`config.mk`:
```
export PLATFORM = sky130hd
export DESIGN_NAME = control_fsm
export DESIGN_NICKNAME = d
export VERILOG_FILES = /design/src/rtl/ctrl_pkg.sv /design/src/rtl/cond_check.sv /design/src/rtl/control_fsm.sv
export SDC_FILE = /design/constraint.sdc
export NUM_CORES = 1
export LEC_CHECK = 0
export BUFFER_PORTS_ARGS = -buffer_cell sky130_fd_sc_hd__buf_2
export CORE_MARGIN = 5
export CORE_UTILIZATION = 33
export DETAILED_ROUTE_END_ITERATION = 10
export PLACE_DENSITY_LB_ADDON = 0.15
export SETUP_SLACK_MARGIN = 0.02
export SYNTH_ARGS = -nofsm -noshare
export SYNTH_HDL_FRONTEND = slang
export SYNTH_SLANG_ARGS = --single-unit
```
`constraint.sdc`:
```
create_clock -name clk -period 1.56 [get_ports clk]
set_input_delay 0.078 -clock clk [delete_from_list [all_inputs] [get_ports clk]]
set_output_delay 0.078 -clock clk [all_outputs]
set_load 0.01 [all_outputs]
```
`src/rtl/ctrl_pkg.sv`:
```
// Shared encodings for the multicycle controller: state enum, instruction field codes
// and datapath select values.
package ctrl_pkg;

    typedef enum logic [3:0] {
        FETCH,
        DECODE,
        EXECUTE,
        ALUWB,
        MEMADR,
        MEMRD,
        MEMWB,
        MEMWR,
        BRANCH,
        ILLEGAL
    } statetype;

    localparam logic [1:0] OP_DP  = 2'b00;
    localparam logic [1:0] OP_MEM = 2'b01;
    localparam logic [1:0] OP_BR  = 2'b10;
    localparam logic [1:0] OP_UND = 2'b11;

    localparam logic [1:0] ALU_ADD = 2'b00;
    localparam logic [1:0] ALU_SUB = 2'b01;
    localparam logic [1:0] ALU_AND = 2'b10;
    localparam logic [1:0] ALU_OR  = 2'b11;

    localparam logic [1:0] IMM_ZE13 = 2'b00;
    localparam logic [1:0] IMM_SE13 = 2'b01;
    localparam logic [1:0] IMM_BR   = 2'b10;

    localparam logic [1:0] SRCB_REG  = 2'b00;
    localparam logic [1:0] SRCB_IMM  = 2'b01;
    localparam logic [1:0] SRCB_FOUR = 2'b10;

    localparam logic [1:0] RES_ALUOUT = 2'b00;
    localparam logic [1:0] RES_RDATA  = 2'b01;
    localparam logic [1:0] RES_ALU    = 2'b10;

    localparam logic [1:0] COND_AL = 2'b00;
    localparam logic [1:0] COND_EQ = 2'b01;
    localparam logic [1:0] COND_NE = 2'b10;
    localparam logic [1:0] COND_LT = 2'b11;

    // Arithmetic DP ops and memory offsets are signed; logical ops take a zero-extended immediate.
    function automatic logic [1:0] imm_src(input logic [1:0] op, input logic [1:0] cmd);
        logic [1:0] r;
        r = IMM_ZE13;
        case (op)
            OP_DP:   r = (cmd == ALU_ADD || cmd == ALU_SUB) ? IMM_SE13 : IMM_ZE13;
            OP_MEM:  r = IMM_SE13;
            OP_BR:   r = IMM_BR;
            default: r = IMM_ZE13;
        endcase
        return r;
    endfunction

endpackage

```
`src/rtl/cond_check.sv`:
```
// Branch condition evaluation against the registered N/Z flags.
module cond_check
    import ctrl_pkg::*;
(
    input  logic [1:0] cond,
    input  logic       n,
    input  logic       z,
    output logic       taken
);

    always_comb begin
        taken = 1'b0;
        case (cond)
            COND_AL: taken = 1'b1;
            COND_EQ: taken = z;
            COND_NE: taken = ~z;
            COND_LT: taken = n;
            default: taken = 1'b0;
        endcase
    end

endmodule

```
`src/rtl/control_fsm.sv`:
```
// Multicycle main controller: one state per cycle, drives datapath selects and enables,
// holds N/Z flags and stalls on MemReady in the memory-access states.
//
// state   | meaning
// FETCH   | read instruction at PC, PC <= PC+4 when memory is ready
// DECODE  | dispatch on opcode
// EXECUTE | DP operation, optional flag update
// ALUWB   | write ALU result to register file
// MEMADR  | compute effective address
// MEMRD   | load access, waits for MemReady
// MEMWB   | write load data to register file
// MEMWR   | store access, waits for MemReady
// BRANCH  | compute target, load PC if condition holds
// ILLEGAL | undefined opcode trap, left only by reset
module control_fsm
    import ctrl_pkg::*;
(
    input  logic        clk,
    input  logic        reset,
    input  logic [31:0] Instr,
    input  logic [1:0]  ALUFlags,
    input  logic        MemReady,
    output logic        MemReq,
    output logic        MemWrite,
    output logic        AdrSrc,
    output logic        IRWrite,
    output logic        PCWrite,
    output logic        RegWrite,
    output logic        ALUSrcA,
    output logic [1:0]  ALUSrcB,
    output logic [1:0]  ALUControl,
    output logic [1:0]  ResultSrc,
    output logic [1:0]  ImmSrc,
    output logic        Illegal
);

    statetype   state;
    logic [1:0] flags;
    logic [1:0] op;
    logic [1:0] cmd;
    logic [1:0] cond;
    logic       i_bit;
    logic       s_bit;
    logic       l_bit;
    logic       taken;
    logic       unused_instr;

    assign op           = Instr[31:30];
    assign i_bit        = Instr[29];
    assign l_bit        = Instr[29];
    assign cond         = Instr[29:28];
    assign cmd          = Instr[26:25];
    assign s_bit        = Instr[24];
    assign unused_instr = ^{Instr[27], Instr[23:0]};

    cond_check u_cond_check (
        .cond  (cond),
        .n     (flags[1]),
        .z     (flags[0]),
        .taken (taken)
    );

    always_ff @(posedge clk or posedge reset) begin
        if (reset) begin
            state <= FETCH;
            flags <= 2'b00;
        end else begin
            case (state)
                FETCH:   if (MemReady) state <= DECODE;
                DECODE: begin
                    case (op)
                        OP_DP:   state <= EXECUTE;
                        OP_MEM:  state <= MEMADR;
                        OP_BR:   state <= BRANCH;
                        default: state <= ILLEGAL;
                    endcase
                end
                EXECUTE: begin
                    if (s_bit) flags <= ALUFlags;
                    state <= ALUWB;
                end
                ALUWB:   state <= FETCH;
                MEMADR:  state <= l_bit ? MEMRD : MEMWR;
                MEMRD:   if (MemReady) state <= MEMWB;
                MEMWB:   state <= FETCH;
                MEMWR:   if (MemReady) state <= FETCH;
                BRANCH:  state <= FETCH;
                ILLEGAL: state <= ILLEGAL;
                default: state <= ILLEGAL;
            endcase
        end
    end

    always_comb begin
        MemReq     = 1'b0;
        MemWrite   = 1'b0;
        AdrSrc     = 1'b0;
        IRWrite    = 1'b0;
        PCWrite    = 1'b0;
        RegWrite   = 1'b0;
        ALUSrcA    = 1'b0;
        ALUSrcB    = SRCB_REG;
        ALUControl = ALU_ADD;
        ResultSrc  = RES_ALUOUT;
        ImmSrc     = imm_src(op, cmd);
        Illegal    = 1'b0;
        case (state)
            FETCH: begin
                MemReq    = 1'b1;
                ALUSrcA   = 1'b1;
                ALUSrcB   = SRCB_FOUR;
                ResultSrc = RES_ALU;
                IRWrite   = MemReady;
                PCWrite   = MemReady;
            end
            EXECUTE: begin
                ALUSrcB    = i_bit ? SRCB_IMM : SRCB_REG;
                ALUControl = cmd;
            end
            ALUWB:   RegWrite = 1'b1;
            MEMADR:  ALUSrcB = SRCB_IMM;
            MEMRD: begin
                MemReq = 1'b1;
                AdrSrc = 1'b1;
            end
            MEMWB: begin
                RegWrite  = 1'b1;
                ResultSrc = RES_RDATA;
            end
            MEMWR: begin
                MemReq   = 1'b1;
                MemWrite = 1'b1;
                AdrSrc   = 1'b1;
            end
            BRANCH: begin
                ALUSrcA   = 1'b1;
                ALUSrcB   = SRCB_IMM;
                ResultSrc = RES_ALU;
                PCWrite   = taken;
            end
            ILLEGAL: Illegal = 1'b1;
            default: Illegal = 1'b0;
        endcase
        // The state register already sits in FETCH during reset; keep its strobes quiet.
        if (reset) begin
            MemReq   = 1'b0;
            MemWrite = 1'b0;
            IRWrite  = 1'b0;
            PCWrite  = 1'b0;
            RegWrite = 1'b0;
            Illegal  = 1'b0;
        end
    end

endmodule

```
# Word level (Yosys, flattened, before mapping)
# Index checks and enable logic that the tools add are counted.
dict set report totals {
  in_bits 37
  ff_bits 6
  elab_cells 61
  output_inout_bits 16
}
dict set report classes {
  muxes 27
  n_bitwise 1
  reduce_logical 13
  n_eq_ne 18
}
# cell n
set ops {}
lappend ops {{$pmux 4 s7} 1}
lappend ops {{$eq 4x3->1 const B} 4}
lappend ops {{$mux 1} 15}
lappend ops {{$mux 4} 3}
lappend ops {{$pmux 2 s3} 2}
lappend ops {{$pmux 4 s3} 1}
lappend ops {{$eq 4x2->1 const B} 2}
lappend ops {{$eq 4x4->1 const B} 2}
lappend ops {{$reduce_or 2->1} 4}
lappend ops {{$eq 2x1->1 const B} 3}
lappend ops {{$eq 2x2->1 const B} 3}
lappend ops {{$logic_not 2->1} 3}
lappend ops {{$ne 2x2->1 const B} 3}
lappend ops {{$reduce_or 3->1} 2}
lappend ops {{$eq 4x1->1 const B} 1}
lappend ops {{$logic_not 4->1} 1}
lappend ops {{$mux 2} 2}
lappend ops {{$pmux 1 s4} 1}
lappend ops {{$pmux 2 s2} 1}
lappend ops {{$reduce_and 3->1} 1}
lappend ops {{$pmux 1 s2} 1}
lappend ops {{$reduce_and 2->1} 1}
lappend ops {{$logic_or 1x1->1} 1}
lappend ops {{$not 1->1} 1}

# Longest topological paths before layout
# Gate-level depths: netlist of run 1.
dict set report logic_depth {
  ltp_word 4
  mapped_depth 6
  mapped_depth_nobuf 4
}

# Cells and area by module
# From an unflattened synthesis of run 1, not the netlist that was laid out.
dict set report unflattened {
  cells_unflattened 65
  hier_area_um2 524.3
}
# module seq_area_each_um2 area_per_inst_um2 n_inst cells_each
set by_module_without_submodules {}
lappend by_module_without_submodules {control_fsm 150.1 500.5 1 62}
lappend by_module_without_submodules {cond_check 0.0 23.8 1 3}

# Worst setup path before layout of run 1
# Ideal clock, no wire load.
dict set report synth_path {
  kind {flip-flop to output port}
  startpoint {register state[0]}
  endpoint {output port MemReq}
  n_path_buf 2
  setup_slack_ns 0.171
  t_required_ns 1.482
  arrival_time_ns 1.311
  stages_incl_launch_ff 5
  path_cell_list {dfrtp_1 -> buf_4 -> or3_1 -> clkbuf_1 -> a211oi_1}
}
dict set report synth_via {
  elab_chain_cells 4
  word_cells_on_any_way 6
  cone_classes {eq/ne (2); mux (2); reduce/logical (2)}
}
# element line_no
set synth_rtl {}
lappend synth_rtl {{start: declaration} control_fsm.sv:37} ;# statetype state;
lappend synth_rtl {{start signal: assignment} control_fsm.sv:83} ;# MEMADR: state <= l_bit ? MEMRD : MEMWR;
lappend synth_rtl {{$eq 4x3->1 or $logic_not 4->1 (tied branches)} control_fsm.sv:107} ;# case (state)
lappend synth_rtl {{$reduce_or 3->1 (no line) *} --}
lappend synth_rtl {{$mux 1 *} control_fsm.sv:107}
lappend synth_rtl {{$mux 1 *} control_fsm.sv:145} ;# if (reset) begin
lappend synth_rtl {{end: declaration} control_fsm.sv:23} ;# output logic MemReq,
# Mark *: on every way between the ends. The rest lies on a longest branch, timed or not.

# Final worst setup path of run 1
dict set report layout_path {
  startpoint {register state[2]}
  endpoint {output port MemReq}
}
# Same word-level chain as after synthesis.

==> results.toml, run 1 <==
[yosys]
synth_cells = 64
synth_flop_cell = "dfrtp_1"
syn_nets = 101
synth_xor_area_share_pct = 3.46
synth_compound_area_share_pct = 18.0
synth_top_family_by_area = "simple AND/OR/NAND/NOR gates"
synth_mux_area_share_pct = 4.44
synth-simple-area-share_pct = 35.8
synth-edff-count = 0
yosysSeqAreaShare_pct = 29.6
synthAdderAreaFrac_pct = 0
ys_seq_elements = 6
yosys_warnings = 0
avgSynthCellArea_um2 = 7.92
async_flop_share_pct = 100
synth_cell_type_count = 27
syn_area_um2 = 507

[floorplan]
initial_core_util_pct = 34.0
dieHeight_um = 49.2
coreArea_um2 = 1490
dieArea_um2 = 2420
fp.dieW_um = 49.2
rows = 14
ios = 53

[critical_path]
crit_cells = 3
cpPeakStageDelay_ps = 450
crit_arrival_ps = 1460
crit_chain = "or3_4 -> a211oi_2 -> buf_2"
setup.worst_path.start = "state[2]$_DFFE_PP0P_"
cp-end-kind = "primary output"
r2r_slack_ps = 140
crit_buf_inv = 1
crit_end = "MemReq"
crit_slowest_cell = "or3_4"
crit_path_start_kind = "flop"
cp.required_ps = 1480
path_class = "flop to primary output"
reg2reg_from = "state[2]$_DFFE_PP0P_"
cp_top_family = "simple AND/OR/NAND/NOR gates"
regToRegEndpoint = "state[1]$_DFFE_PP0P_"
r2r_cells = 3
crit_fanout = 6

[route]
wl_per_cell_um = 12.3
drtAntennaViolNets = 0
drtIter0Drc = 5
drt_pass1_iterations = 3
finalWirelength_um = 1410
via_per_inst = 5.10
route.detailed.drc = 0
via_count = 587

[power_and_ir_drop]
peakVddDrop_uv = 1030
p_comb_share_pct = 67.1
power_frac_seq_pct = 23.6
p_switching_mw = 0.629
p_clk_share_pct = 9.3
switching_share_pct = 43.0
p_leak_nw = 0.390
p_per_area_nw_per_um2 = 1900
p_int_mw = 0.833

[placement]
dp_worst_setup_slack_ps = 128
port-buffer-count = 27
place_hpwl_um = 1150
place_congestion = 0.753

[timing]
fin_ws_ps = 20.6
rsz0062_at_grt = "yes"
drv_slew = 0
fin_setup_tns_ps = 0
slew_headroom_pct = 81.7
max_freq_ghz = 0.650
worst_pin_slew_ps = 270
hold_viol = 0
period_share_pct = 98.7
period_minus_slack_ps = 1540
skew_ps = 3.14
setup_viol = 0

[outcome]
status = "finished, final reports clean"

[global_route]
antenna_found_initial = 0
gr-total-overflow = 0
met2_usage_pct = 20.2
grt_max_degree = 9
use_met3_pct = 1.53
globalRouteTotalUtil_pct = 12.7
use_met1_pct = 16.5
grt_pass1_vias = 583
busiest_layer = "met2"
grt_pass1_wl_um = 2530

[final_layout]
area_delta_synth_final_pct = 51.6
fillers = 152
layout-drive-gt1-share_pct = 51.5
final_core_util_pct = 51.6
mostFrequentLayoutCells = "buf_2, buf_4, nand2_1"
fin_nets = 138
final_common_cell = "buf_2"
n_antenna_cell = 0

[clock_network]
ctsHtreeMaxLevel = 1
root_buffer = "clkbuf_4"
cts_tree = "done"
clock-sinks = 6
clkTransAtPathRegs_ps = 40
cts_made_buffers = 3
clockBufferDepth = 2
clk_latency_ps = 240

[job]
max_cap_violations = 0

[min_path]
worstHoldPathType = "primary input to flop"
-- worst min path at each step --
stage	start	to	slack [ps]	cells after the start
after floorplan	reset	flags[0]$_DFFE_PP0P_	-130	1
after global placement	reset	state[0]$_DFFE_PP0P_	60	2
after detailed placement	reset	state[3]$_DFFE_PP0P_	60	2
after CTS	ALUFlags[1]	flags[1]$_DFFE_PP0P_	60	2
after global routing	ALUFlags[1]	flags[1]$_DFFE_PP0P_	80	2
final	ALUFlags[1]	flags[1]$_DFFE_PP0P_	70	2
-- repair_timing --
item | 4_1_cts | 5_1_grt
pin swaps | 0 | 3
hold endpoints to repair | 6 | 0
endpoints found under the setup margin | 7 | 6
gates resized for setup | 7 | 3
setup buffers | 1 | 0
hold buffers | 1 | 0
-- registers in the layout, indices dropped and copies added (netlist names) --
register / count
flags: 2
state: 4
-- synth_stat cells (all sizes together), types with 2 or more instances --
master	n	area share (%)
a211oi	2	3.0
a21oi	3	3.0
and2	4	4.9
buf	3	3.5
dfrtp	6	30
inv	6	4.4
mux2	2	4.4
nand2	6	4.4
nand2b	4	4.9
nor2	5	3.7
nor2b	2	2.5
nor3	5	4.9
nor3b	2	3.0
xnor2	2	3.5
-- per-layer routing --
layer	wire length (µm)	part of all wire (%)
met4	15	1.1
met3	59	4.2
met2	730	52
met1	606	43
met5	0	0
-- kinds of logic (layout without fill, tap and decap cells) --
logic type                after synthesis  in the layout
DFF                                     6              6
muxes                                   2              2
xor gates and xnor gates                2              2
AOI/OAI and AO/OA                      12             12
and+or+nand+nor                        32             32
buffers and inverters                  10             45
-- area by class of cell --
class                   instances  area (µm²)  area share [%]
repair buffers                 36         205            26.7
clock buffers                   3        22.5            2.93
well taps                      16        20.0            2.61
inverters                       6        22.5            2.93
multi-input cells              48         345            45.0
flip-flops and latches          6         153            19.9
-- metrics by stage --
stage | instance area, µm² | cells | total power, mW | hold slack (ps)
4_1_cts | 758 | 115 | 1.46 | 63.4
3_3_place_gp | 693 | 110 | 1.23 | 61.7
2_1_floorplan | 507 | 64 | 0.902 | -131
6_report | 768 | 115 | 1.46 | 71.6
3_5_place_dp | 693 | 110 | 1.23 | 63.1
5_1_grt | 768 | 115 | 1.60 | 82.9
-- power by group through the flow --
stage	registers, mW	logic (mW)	clock network (mW)
after floorplan	0.288	0.614	0
after global placement	0.343	0.883	0
after detailed placement	0.340	0.888	0
after CTS	0.344	0.970	0.144
after global routing	0.364	1.09	0.150
final	0.346	0.981	0.136
No activity file was read; power rests on OpenSTA's default activity.
==> inputs of run 2 (changes only) <==
--- a/config.mk
+++ b/config.mk
@@ -9,7 +9,8 @@
 export CORE_MARGIN = 5
 export CORE_UTILIZATION = 33
 export DETAILED_ROUTE_END_ITERATION = 10
-export PLACE_DENSITY_LB_ADDON = 0.15
+export MAX_ROUTING_LAYER = met4
+export PLACE_DENSITY = 0.76
 export SETUP_SLACK_MARGIN = 0.02
 export SYNTH_ARGS = -nofsm -noshare
 export SYNTH_HDL_FRONTEND = slang
==> run 2 against run 1 <==
Against the previous run: die area unchanged; sequential power down 6.4%; largest cell class unchanged; highest routed layer unchanged; final cell count unchanged; largest power group unchanged.
==> results.toml, run 2 (synthesis gave the netlist of run 1 again) <==
[critical_path]
crit_cells = 3
cp.required_ps = 1480
path_class = "flop to primary output"
r2r_cells = 3
crit_arrival_ps = 1460
crit_path_start_kind = "flop"
cpPeakStageDelay_ps = 430
crit_slowest_cell = "dfrtp_2"
crit_buf_inv = 1
r2r_slack_ps = 80
crit_chain = "or3_4 -> a211oi_2 -> buf_2"
cp-end-kind = "primary output"
crit_fanout = 6
cp_top_family = "flip-flops"

[min_path]
min_path_cells = 2
worstHoldPathType = "primary input to flop"

[final_layout]
final_core_util_pct = 51.8
final_common_cell = "buf_2"
final_area_um2 = 771
reg.largest.list = "state (4), flags (2)"
largest_reg_flops = 4
layout-drive-gt1-share_pct = 49.5
fin_cells = 115
area_delta_synth_final_pct = 52.1
regMostFlops = "state"
fin_nets = 138
mostFrequentLayoutCells = "buf_2, buf_4, nand2_1, inv_1, nor2_1"
n_antenna_cell = 0

[clock_network]
clock-sinks = 6
clkTransAtPathRegs_ps = 40
cts_made_buffers = 3
clk_latency_ps = 240
clockBufferDepth = 2
ctsHtreeMaxLevel = 1
cts_tree = "done"
root_buffer = "clkbuf_4"

[timing]
rsz0062_at_grt = "yes"
setup_viol = 0
drv_slew = 0
worst_pin_slew_ps = 356
hold_viol = 0
max_freq_ghz = 0.650
skew_ps = 1.52
hold_slack_ps = 73.8
slew_headroom_pct = 75.9
fin_ws_ps = 22.4
period_minus_slack_ps = 1540
fin_setup_tns_ps = 0
period_share_pct = 98.6

[global_route]
grt_pass1_vias = 601
antenna_found_initial = 0
gr-total-overflow = 0
grt_max_degree = 9
grt_pass1_wl_um = 2680
globalRouteTotalUtil_pct = 14.1

[route]
finalWirelength_um = 1530
drtAntennaViolNets = 0
via_per_inst = 5.28
via_count = 607
drt_pass1_iterations = 4
route.detailed.drc = 0
wl_per_cell_um = 13.3
drtIter0Drc = 7

[placement]
dpl-instance-area_um2 = 686
port-buffer-count = 27
place_hpwl_um = 1180
place_congestion = 0.904
dp_cells = 109
dp_worst_setup_slack_ps = 44.0

[power_and_ir_drop]
p_per_area_nw_per_um2 = 1970
p_int_mw = 0.868
p_total_mw = 1.52
power_frac_seq_pct = 21.3
p_comb_share_pct = 69.6
switching_share_pct = 42.8
p_switching_mw = 0.651
peakVddDrop_uv = 906
p_clk_share_pct = 9.1
p_leak_nw = 0.393

[floorplan]
ios = 53
rows = 14
coreArea_um2 = 1490
dieArea_um2 = 2420
dieHeight_um = 49.2
initial_core_util_pct = 34.0
fp.dieW_um = 49.2

[outcome]
status = "finished, final reports clean"

[job]
max_cap_violations = 0
## run 2: worst paths after layout
| path | start | to |
|---|---|---|
| setup / recovery | state[2]$_DFFE_PP0P_ | MemReq |
| hold / removal | ALUFlags[0] | flags[0]$_DFFE_PP0P_ |
| setup reg to reg | state[2]$_DFFE_PP0P_ | state[1]$_DFFE_PP0P_ |
| hold reg to reg | flags[1]$_DFFE_PP0P_ | flags[1]$_DFFE_PP0P_ |
| max in group asynchronous | reset | state[3]$_DFFE_PP0P_ |
| min in group asynchronous | reset | state[1]$_DFFE_PP0P_ |
## run 2: power by group through the flow
| stage | Combinational, mW | Sequential [mW] | Clock (mW) |
|---|---|---|---|
| after CTS | 0.975 | 0.335 | 0.148 |
| after global placement | 0.862 | 0.329 | 0 |
| after detailed placement | 0.881 | 0.337 | 0 |
| final | 1.06 | 0.324 | 0.138 |
| after global routing | 1.17 | 0.343 | 0.157 |
| after floorplan | 0.614 | 0.288 | 0 |
## run 2: what timing repair did
action | CTS | global route
hold buffers | 1 | 0
hold endpoints to repair | 6 | 0
setup endpoints to repair | 7 | 7
setup buffers | 1 | 1
gates cloned | 0 | 0
gates resized for setup | 7 | 3
pin swaps | 0 | 1
## run 2: area by class of cell
cell class	instances	area [µm²]
inverter	6	22.5
clock buffer	3	22.5
timing repair buffer	36	209
fill	144	718
multi-input combinational	48	344
tap	16	20.0
sequential	6	153
## run 2: metal layers
| metal | part of all wire (%) | wire length, µm | track usage, % | vias up |
|---|---|---|---|---|
| met3 | 6.9 | 105 | 4.89 | 4 |
| li1 | - | - | - | 298 |
| met1 | 39 | 600 | 16.1 | 284 |
| met2 | 52 | 795 | 21.7 | 21 |
| met4 | 1.6 | 25 | 6.73 | 0 |
| met5 | 0 | 0 | - | - |
==> inputs of run 3 (changes only) <==
--- a/config.mk
+++ b/config.mk
@@ -7,11 +7,12 @@
 export LEC_CHECK = 0
 export BUFFER_PORTS_ARGS = -buffer_cell sky130_fd_sc_hd__buf_2
 export CORE_MARGIN = 5
-export CORE_UTILIZATION = 33
+export CORE_UTILIZATION = 34
 export DETAILED_ROUTE_END_ITERATION = 10
 export MAX_ROUTING_LAYER = met4
-export PLACE_DENSITY = 0.76
+export PLACE_DENSITY = 0.77
 export SETUP_SLACK_MARGIN = 0.02
 export SYNTH_ARGS = -nofsm -noshare
 export SYNTH_HDL_FRONTEND = slang
+export SYNTH_HIERARCHICAL = 1
 export SYNTH_SLANG_ARGS = --single-unit
==> run 3 against run 2 <==
Against the previous run: sequential share of layout area rose by 0.56 points; flip-flop and latch count stayed put; register-to-register slack improved by 120 ps; clock-buffer cell count unchanged; via count decreased by 4.9%; area after synthesis up 3.5%; wire length is 8.0% lower; sequential power decreased by 5%; critical path depth stayed put; largest cell class unchanged; largest power group unchanged; highest routed layer is now met3.
==> results.toml, run 3 <==
[critical_path]
path_class = "flop to primary output"
crit_fanout = 6
cp-end-kind = "primary output"
cp.required_ps = 1480
r2r_slack_ps = 200
reg2reg_from = "state[0]$_DFFE_PP0P_"
crit_path_start_kind = "flop"
crit_arrival_ps = 1420
setup.worst_path.start = "state[2]$_DFFE_PP0P_"

[yosys]
synth_xor_area_share_pct = 3.34
synthAdderAreaFrac_pct = 0
syn_nets = 102
synth_cell_type_count = 28
synth_mux_area_share_pct = 6.44
synth_cells = 65
avgSynthCellArea_um2 = 8.07
yosys_warnings = 6
ys_seq_elements = 6
synth_area_leaders = "dfrtp_1, mux2_2, a21oi_1"
synth_flop_cell = "dfrtp_1"
synth-simple-area-share_pct = 32.2
synth_top_family_by_area = "simple AND/OR/NAND/NOR gates"
synth_compound_area_share_pct = 21.0
async_flop_share_pct = 100
synth_common_cells = "dfrtp_1, a21oi_1, buf_2, inv_1, nor2_1"
syn_area_um2 = 524
synth_top_area_share_pct = 28.6
synth-edff-count = 0
yosysSeqAreaShare_pct = 28.6
synth_most_common_cell = "dfrtp_1"
synth_top_area_cell = "dfrtp_1"

[final_layout]
reg.largest.list = "state (4), flags (2)"
n_antenna_cell = 0
final_common_cell = "buf_2"
layout-drive-gt1-share_pct = 48.5
final_core_util_pct = 50.3
final_area_um2 = 749
area_delta_synth_final_pct = 43.0
largest_reg_flops = 4
fin_nets = 136
mostFrequentLayoutCells = "buf_2, buf_4, nor2_1, inv_1, a21oi_1"
regMostFlops = "state"

[global_route]
globalRouteTotalUtil_pct = 12.2
use_met1_pct = 16.8
met2_usage_pct = 16.5
grt_max_degree = 15
gr-total-overflow = 0
grt_pass1_wl_um = 2310
grt_pass1_vias = 520
antenna_found_initial = 0
busiest_layer = "met1"
use_met3_pct = 3.06

[clock_network]
clkTransAtPathRegs_ps = 50
clk_latency_ps = 250
cts_made_buffers = 3
ctsHtreeMaxLevel = 1
clockBufferDepth = 2
cts_tree = "done"
clock-sinks = 6
root_buffer = "clkbuf_4"

[timing]
setup_viol = 0
slew_headroom_pct = 77.2
fin_ws_ps = 62.6
hold_viol = 0
drv_slew = 0
period_minus_slack_ps = 1500
period_share_pct = 96.0
worst_pin_slew_ps = 341
max_freq_ghz = 0.668
rsz0062_at_grt = "yes"
skew_ps = 8.16

[route]
via_count = 577
drtIter0Drc = 7
finalWirelength_um = 1410
drtAntennaViolNets = 0
route.detailed.drc = 0
wl_per_cell_um = 12.4
via_per_inst = 5.11
drt_pass1_iterations = 4

[power_and_ir_drop]
p_per_area_nw_per_um2 = 1810
peakVddDrop_uv = 691
p_leak_nw = 0.377

[placement]
dpl-instance-area_um2 = 684
dp_worst_setup_slack_ps = 144
port-buffer-count = 27
place_hpwl_um = 1020
place_congestion = 0.830

[outcome]
status = "finished, final reports clean"

[floorplan]
rows = 14
dieArea_um2 = 2430
initial_core_util_pct = 35.2
coreArea_um2 = 1490
dieHeight_um = 49.3
ios = 53
fp.dieW_um = 49.3

[min_path]
worstHoldPathType = "primary input to flop"
hp-start = "ALUFlags[0]"

[job]
max_cap_violations = 0
==> run 3: layer usage <==
layer	wire, µm	part of all wire (%)	vias to the layer above
li1	-	-	292
met1	647	46	254
met2	636	45	31
met3	121	8.6	0
met4	0	0	0
met5	0	0	-
==> run 3: final cells by class <==
type | count | area [µm²]
multi-input combinational | 49 | 345
inverter | 5 | 18.8
timing repair buffer | 34 | 190
tap | 16 | 20.0
clock buffer | 3 | 22.5
sequential | 6 | 153
fill | 146 | 739
==> run 3: logic make-up after synthesis <==
logic type	after synthesis
flip-flops	6
multiplexers	3
AND/OR/NAND/NOR	29
buffers and inverters	10
XOR/XNOR	2
AO/OA/AOI/OAI	15
==> run 3: through the flow <==
step	hold WS, ps	total power, mW	cells	setup TNS (ps)
CTS	55.6	1.33	113	0
finish	64.2	1.36	113	0
global route	59.6	1.48	113	-11.9
detailed placement	68.4	1.12	107	0
floorplan	-126	0.882	65	0
global placement	56.6	1.10	107	0
==> run 3: power breakdown <==
group,internal [mW],total [mW],switching (mW)
sequential,0.238,0.308,0.0692
combinational,0.432,0.904,0.472
clock,0.0870,0.143,0.0563
==> run 3: final timing paths <==
kind	end	cells past startpoint
max	MemReq	3
min	flags[0]$_DFFE_PP0P_	2
max reg2reg	state[0]$_DFFE_PP0P_	5
min reg2reg	flags[1]$_DFFE_PP0P_	1
max in group asynchronous	state[2]$_DFFE_PP0P_	3
min in group asynchronous	flags[0]$_DFFE_PP0P_	3
==> run 3: critical path, cell delays in order, from the launching register on <==
cell      delay [ps]
dfrtp_2          420
or3_4            420
a211oi_2         180
buf_2            160
==> run 3: timing repair <==
action                                  in CTS  in global routing
buffers inserted                             2                  0
endpoints found under the setup margin       4                  4
pin swaps                                    1                  2
gates resized for setup                      3                  2
hold buffers                                 1                  0
gates cloned                                 0                  0
endpoints found under the hold margin        6                  0
